`src/rtl/counter_bus_pkg.sv`:
```
// Shared definitions for the counter-peripheral register bus: widths, register map, master states.
// The GAP state exists only when BUSM_RETRY_EN is defined.
package counter_bus_pkg;

   localparam int unsigned BUS_DW = 16;
   localparam int unsigned BUS_AW = 4;

   localparam logic [BUS_AW-1:0] ADDR_TCCR  = 4'd1;
   localparam logic [BUS_AW-1:0] ADDR_TCNT  = 4'd2;
   localparam logic [BUS_AW-1:0] ADDR_OCR   = 4'd3;
   localparam logic [BUS_AW-1:0] ADDR_ICR   = 4'd4;
   localparam logic [BUS_AW-1:0] ADDR_TCST  = 4'd5;
   localparam logic [BUS_AW-1:0] ADDR_TCCR2 = 4'd6;

`ifdef BUSM_RETRY_EN
   typedef enum logic [1:0] {IDLE, REQ, RSP, GAP} busm_state_t;
`else
   typedef enum logic [1:0] {IDLE, REQ, RSP} busm_state_t;
`endif

endpackage

```
`src/rtl/bus_ack_timer.sv`:
```
// Loadable down-counter that flags the last cycle of the bus acknowledge window.
module bus_ack_timer #(
   parameter int unsigned W = 8
) (
   input  logic         i_clk,
   input  logic         i_rst_n,
   input  logic         i_load,
   input  logic [W-1:0] i_load_val,
   input  logic         i_en,
   output logic         o_tc
);

   logic [W-1:0] r_count;

   always_ff @(posedge i_clk or negedge i_rst_n) begin
      if (!i_rst_n) begin
         r_count <= '0;
      end else if (i_load) begin
         r_count <= i_load_val;
      end else if (i_en && (r_count != '0)) begin
         r_count <= r_count - 1'b1;
      end
   end

   assign o_tc = i_en && (r_count == '0);

endmodule

```
`src/rtl/counter_bus_master.sv`:
```
// Counter-peripheral bus initiator: host command -> select/wr/addr/data transaction with ack timeout.
// Define BUSM_RETRY_EN to re-issue a timed-out transaction up to RETRIES times before reporting error.
module counter_bus_master
   import counter_bus_pkg::*;
#(
   parameter int unsigned TIMEOUT = 16,
   parameter int unsigned RETRIES = 1
) (
   input  logic              i_sysclk,
   input  logic              i_sysrst,
   input  logic              i_cmd_valid,
   output logic              o_cmd_ready,
   input  logic              i_cmd_wr,
   input  logic [BUS_AW-1:0] i_cmd_addr,
   input  logic [BUS_DW-1:0] i_cmd_data,
   output logic              o_rsp_valid,
   input  logic              i_rsp_ready,
   output logic [BUS_DW-1:0] o_rsp_data,
   output logic              o_rsp_err,
   output logic              o_bus_select,
   output logic              o_bus_wr,
   output logic [BUS_AW-1:0] o_reg_addr,
   output logic [BUS_DW-1:0] o_bus_data,
   input  logic [BUS_DW-1:0] i_bus_data,
   input  logic              i_bus_ack
);

   localparam logic [7:0] TMO_LOAD = 8'(TIMEOUT - 1);

   if (TIMEOUT < 2 || TIMEOUT > 255 || RETRIES > 255) begin : g_bad_param
      $error("counter_bus_master: TIMEOUT must be 2..255 and RETRIES <= 255");
   end

   busm_state_t       r_state;
   logic              r_bus_select;
   logic              r_bus_wr;
   logic [BUS_AW-1:0] r_reg_addr;
   logic [BUS_DW-1:0] r_bus_data;
   logic              r_rsp_valid;
   logic [BUS_DW-1:0] r_rsp_data;
   logic              r_rsp_err;
`ifdef BUSM_RETRY_EN
   logic [7:0]        r_retries;
`endif

   logic              w_tmr_load;
   logic              w_tmr_en;
   logic              w_tmr_tc;

`ifdef BUSM_RETRY_EN
   assign w_tmr_load = ((r_state == IDLE) && i_cmd_valid) || (r_state == GAP);
`else
   assign w_tmr_load = (r_state == IDLE) && i_cmd_valid;
`endif
   assign w_tmr_en   = (r_state == REQ);

   bus_ack_timer #(
      .W (8)
   ) u_ack_timer (
      .i_clk      (i_sysclk),
      .i_rst_n    (i_sysrst),
      .i_load     (w_tmr_load),
      .i_load_val (TMO_LOAD),
      .i_en       (w_tmr_en),
      .o_tc       (w_tmr_tc)
   );

   always_ff @(posedge i_sysclk or negedge i_sysrst) begin
      if (!i_sysrst) begin
         r_state      <= IDLE;
         r_bus_select <= 1'b0;
         r_bus_wr     <= 1'b0;
         r_reg_addr   <= '0;
         r_bus_data   <= '0;
         r_rsp_valid  <= 1'b0;
         r_rsp_data   <= '0;
         r_rsp_err    <= 1'b0;
`ifdef BUSM_RETRY_EN
         r_retries    <= '0;
`endif
      end else begin
         case (r_state)
            IDLE: begin
               if (i_cmd_valid) begin
                  r_bus_select <= 1'b1;
                  r_bus_wr     <= i_cmd_wr;
                  r_reg_addr   <= i_cmd_addr;
                  r_bus_data   <= i_cmd_data;
                  r_state      <= REQ;
`ifdef BUSM_RETRY_EN
                  r_retries    <= '0;
`endif
               end
            end
            REQ: begin
               // Ack takes priority over the terminal count in the same cycle.
               if (i_bus_ack) begin
                  r_bus_select <= 1'b0;
                  r_rsp_data   <= r_bus_wr ? '0 : i_bus_data;
                  r_rsp_err    <= 1'b0;
                  r_rsp_valid  <= 1'b1;
                  r_state      <= RSP;
               end else if (w_tmr_tc) begin
                  r_bus_select <= 1'b0;
`ifdef BUSM_RETRY_EN
                  if (r_retries < 8'(RETRIES)) begin
                     r_retries <= r_retries + 8'd1;
                     r_state   <= GAP;
                  end else
`endif
                  begin
                     r_rsp_data  <= '0;
                     r_rsp_err   <= 1'b1;
                     r_rsp_valid <= 1'b1;
                     r_state     <= RSP;
                  end
               end
            end
            RSP: begin
               if (i_rsp_ready) begin
                  r_rsp_valid <= 1'b0;
                  r_state     <= IDLE;
               end
            end
`ifdef BUSM_RETRY_EN
            GAP: begin
               r_bus_select <= 1'b1;
               r_state      <= REQ;
            end
`endif
            default: begin
               r_bus_select <= 1'b0;
               r_state      <= IDLE;
            end
         endcase
      end
   end

   assign o_cmd_ready  = (r_state == IDLE);
   assign o_rsp_valid  = r_rsp_valid;
   assign o_rsp_data   = r_rsp_data;
   assign o_rsp_err    = r_rsp_err;
   assign o_bus_select = r_bus_select;
   assign o_bus_wr     = r_bus_wr;
   assign o_reg_addr   = r_reg_addr;
   assign o_bus_data   = r_bus_data;

endmodule

```
`config.mk`:
```
export PLATFORM = sky130hd
export DESIGN_NAME = counter_bus_master
export DESIGN_NICKNAME = d
export VERILOG_FILES = /design/src/rtl/counter_bus_pkg.sv /design/src/rtl/bus_ack_timer.sv /design/src/rtl/counter_bus_master.sv
export SDC_FILE = /design/constraint.sdc
export NUM_CORES = 1
export LEC_CHECK = 0
export ABC_CLOCK_PERIOD_IN_PS = 2000
export CELL_PAD_IN_SITES_DETAIL_PLACEMENT = 0
export CELL_PAD_IN_SITES_GLOBAL_PLACEMENT = 1
export CORE_ASPECT_RATIO = 1.5
export CORE_UTILIZATION = 32
export DETAILED_ROUTE_END_ITERATION = 8
export GPL_ROUTABILITY_DRIVEN = 0
export PLACE_DENSITY_LB_ADDON = 0.1
export SYNTH_ARGS = -nofsm -noshare
export SYNTH_HDL_FRONTEND = slang
export SYNTH_SLANG_ARGS = --single-unit
export TNS_END_PERCENT = 50
```
`constraint.sdc`:
```
create_clock -name i_sysclk -period 2 [get_ports i_sysclk]
set_input_delay 0.2 -clock i_sysclk [delete_from_list [all_inputs] [get_ports i_sysclk]]
set_output_delay 0.2 -clock i_sysclk [all_outputs]
set_load 0.03 [all_outputs]
```
==> run summary, run 1 <==
via density per instance - 4.72
Max clock buf depth - 2
Final ANT Viol Nets - 0
CTS root buffer - clkbuf_8
initial antenna violation count - 0
outcome - complete, no violations
clk sinks - 50
GRT Overall Usage - 15.7%
fin cells - 384
cell area after synthesis - 2190 µm²
CP max-delay cell - or3b_2
CP required - 2.22 ns
total wire length - 5210 µm
vias in the first global route - 1774
Post-Synthesis Cells - 225
pre-CTS setup slack - 0.137 ns
MaxCap Viol Count - 0
largest net degree at the start of global routing - 32
Synth cell types - 33
crit path time final - 1.85 ns
period utilisation layout - 92.4%
first-pass detailed-route iteration total - 4
Setup-failing EPs final - 0
#FFs+latches synth - 50
initial cell density of the core - 33.5%
# diodes - 0
Synthesized Nets - 269
CTS buffer count - 5
crit path launch type - flip-flop
fin. max-slew vios - 0
min setup slack post-route - 0.152 ns
post-CTS resize count - 0
share of cells above drive strength 1 - 6.49%
Min Hold Slack - 0.386 ns
Port Buffer Count - 82
worst path arrival time - 2.06 ns
critical path capture point type - flip-flop
Final Hold Fails - 0
RSZ-0062 raised after global routing - false
synth warn - 0
syn_area_per_cell - 9.71 µm²
post-DP HPWL - 3590 µm
I/O Pins - 83
Vias - 1811
drt wl/cell - 13.6 µm
htree depth - 2
VDD IR max - 0.599 mV
Placed Cells - 377
clock skew - 0.00808 ns
die area - 7170 µm²
# rows - 36
# DRC - 0
Seq. cell area - 1250 µm²
most common cell after layout, fill and taps aside - clkdlybuf4s50_1
most frequent cells in the layout - 81 x clkdlybuf4s50_1, 66 x nand2_1, 50 x dfrtp_1, 21 x inv_1, 16 x nand4b_1
Crit Path Category - reg2reg
Reg clk slew, reported paths - 0.09 ns
grt total ovfl - 0
FMAX - 541 MHz
max_slew headroom - 67.7%
first-pass GRT wire length - 8930 µm
Die X-Extent - 69.5 µm
critical path's largest stage delay - 0.56 ns
CORE AREA - 6530 µm²
nets - 353
cells along the critical path - inv_1 > ha_1 > or3b_2 > o21ai_4 > or4_1 > mux2i_1
PD cells - 1560 nW/µm²
Worst Max-Slew Pin Slew - 0.485 ns
post-synthesis sequential area ratio - 57.2%
die span in y - 103 µm
clk_lat worst skew - 0.29 ns
static leakage - 1.44 nW
initial drt markers - 91
Min-Delay Path Class - in2async
Layout area overhead - 45.9%
multi-input logic area - 790 µm²
CP max FO - 6
TNS Setup - 0 ns
Fill cells - 639
CTS tree - yes
state kept, by name (all words and copies together), names as in the netlist:
signal / flops
o_bus_select: 1
o_rsp_valid: 1
r_state: 2
o_reg_addr: 4
u_ack_timer.r_count: 8
o_rsp_data: 16
o_bus_data: 16
o_bus_wr: 1
o_rsp_err: 1
worst max-delay path: cells and delay by family, from the launching register on:
family | cells | cell delay (ns)
AND/OR/NAND/NOR | 2 | 0.72
multiplexers | 1 | 0.17
AO/OA/AOI/OAI | 1 | 0.23
flip-flops | 1 | 0.40
buffers and inverters | 1 | 0.11
adder cells (fa/ha/maj) | 1 | 0.15
where the power goes:
part | total (mW) | leakage, nW | switching (mW) | internal, mW
registers | 1.70 | 0.622 | 0.258 | 1.44
clock network | 0.573 | 0.0431 | 0.306 | 0.267
logic | 2.71 | 0.771 | 1.59 | 1.13
path summary, 6_finish.rpt:
check	startpoint	end	slack, ns	cells past startpoint
max in group asynchronous	i_sysrst	o_bus_data[7]$_DFFE_PN0P_	1.07	3
min	i_sysrst	o_rsp_data[6]$_DFFE_PN0P_	0.39	2
min in group i_sysclk	i_cmd_data[14]	o_bus_data[14]$_DFFE_PN0P_	0.43	3
max reg2reg	u_ack_timer.r_count[0]$_DFFE_PN0P_	u_ack_timer.r_count[3]$_DFFE_PN0P_	0.15	6
max	u_ack_timer.r_count[0]$_DFFE_PN0P_	u_ack_timer.r_count[3]$_DFFE_PN0P_	0.15	6
min reg2reg	o_bus_data[1]$_DFFE_PN0P_	o_bus_data[1]$_DFFE_PN0P_	0.48	2
stage by stage:
stage | util, % | power [mW] | cell area (µm²)
2_1_floorplan | - | 3.30 | 2190
3_3_place_gp | 47.4 | 4.45 | 3100
3_5_place_dp | 47.4 | 4.48 | 3100
4_1_cts | 48.8 | 5.08 | 3190
5_1_grt | 48.8 | 5.38 | 3190
6_report | 48.8 | 4.99 | 3190
per-layer routing:
| layer | vias to the layer above | GRT usage [%] | routed length (µm) |
|---|---|---|---|
| li1 | 898 | - | - |
| met1 | 850 | 20.8 | 2300 |
| met2 | 61 | 25.8 | 2580 |
| met3 | 2 | 3.10 | 282 |
| met4 | 0 | 5.65 | 44 |
| met5 | - | 0 | 0 |
layout make-up:
class / instances / share of cell area (%)
timing repair buffer: 90 / 27.9
clock buffer: 6 / 2.59
sequential: 50 / 39.2
inverter: 21 / 2.47
multi-input combinational: 141 / 24.8
tap: 76 / 2.98
cells in the mapped netlist:
cell type	count	area share (%)
or3_1	1	0.29
inv_1	21	3.6
ha_1	2	1.1
a21o_1	1	0.34
o21ai_0	9	2.1
mux2i_1	1	0.46
nor2_1	6	1.0
nor2_4	1	0.52
o21a_4	1	0.69
and2b_1	1	0.34
xnor2_1	1	0.40
nand2_1	66	11
buf_6	2	1.0
o32ai_1	1	0.40
o21ai_4	1	0.74
nor4b_1	2	0.80
o21ai_1	9	2.1
buf_1	1	0.17
dfrtp_1	50	57
a21oi_1	4	0.92
xor2_1	4	1.6
or4_1	2	0.69
clkbuf_1	8	1.4
nand4b_1	16	6.4
nand3_1	2	0.46
o211ai_2	1	0.57
o2111ai_1	1	0.40
nor3_1	2	0.46
or3b_2	1	0.40
buf_2	2	0.46
o211ai_1	3	1.0
or2_2	1	0.29
and3_1	1	0.29
logic make-up (layout without fill, tap and decap cells):
family                   after synthesis  in the layout  synth area share, %
AND/OR/NAND/NOR                      102            102                 23.3
AO/OA/AOI/OAI                         31             31                 9.22
adder cells (fa/ha/maj)                2              2                 1.14
XOR/XNOR                               5              5                 2.00
multiplexers                           1              1                0.458
buffers and inverters                 34            117                 6.64
flip-flops                            50             50                 57.2
repair_timing:
action	in CTS	in global routing
setup buffers	0	0
hold buffers	1	0
hold endpoints to repair	19	0
Note: power is estimated with default switching activity, not from simulation.
==> run 2, diff against run 1 <==
--- a/config.mk
+++ b/config.mk
@@ -12,6 +12,7 @@
 export CORE_UTILIZATION = 32
 export DETAILED_ROUTE_END_ITERATION = 8
 export GPL_ROUTABILITY_DRIVEN = 0
+export GPL_TIMING_DRIVEN = 1
 export PLACE_DENSITY_LB_ADDON = 0.1
 export SYNTH_ARGS = -nofsm -noshare
 export SYNTH_HDL_FRONTEND = slang
==> results of run 2 <==
Final layout, timing and power as in run 1 (identical DEF).
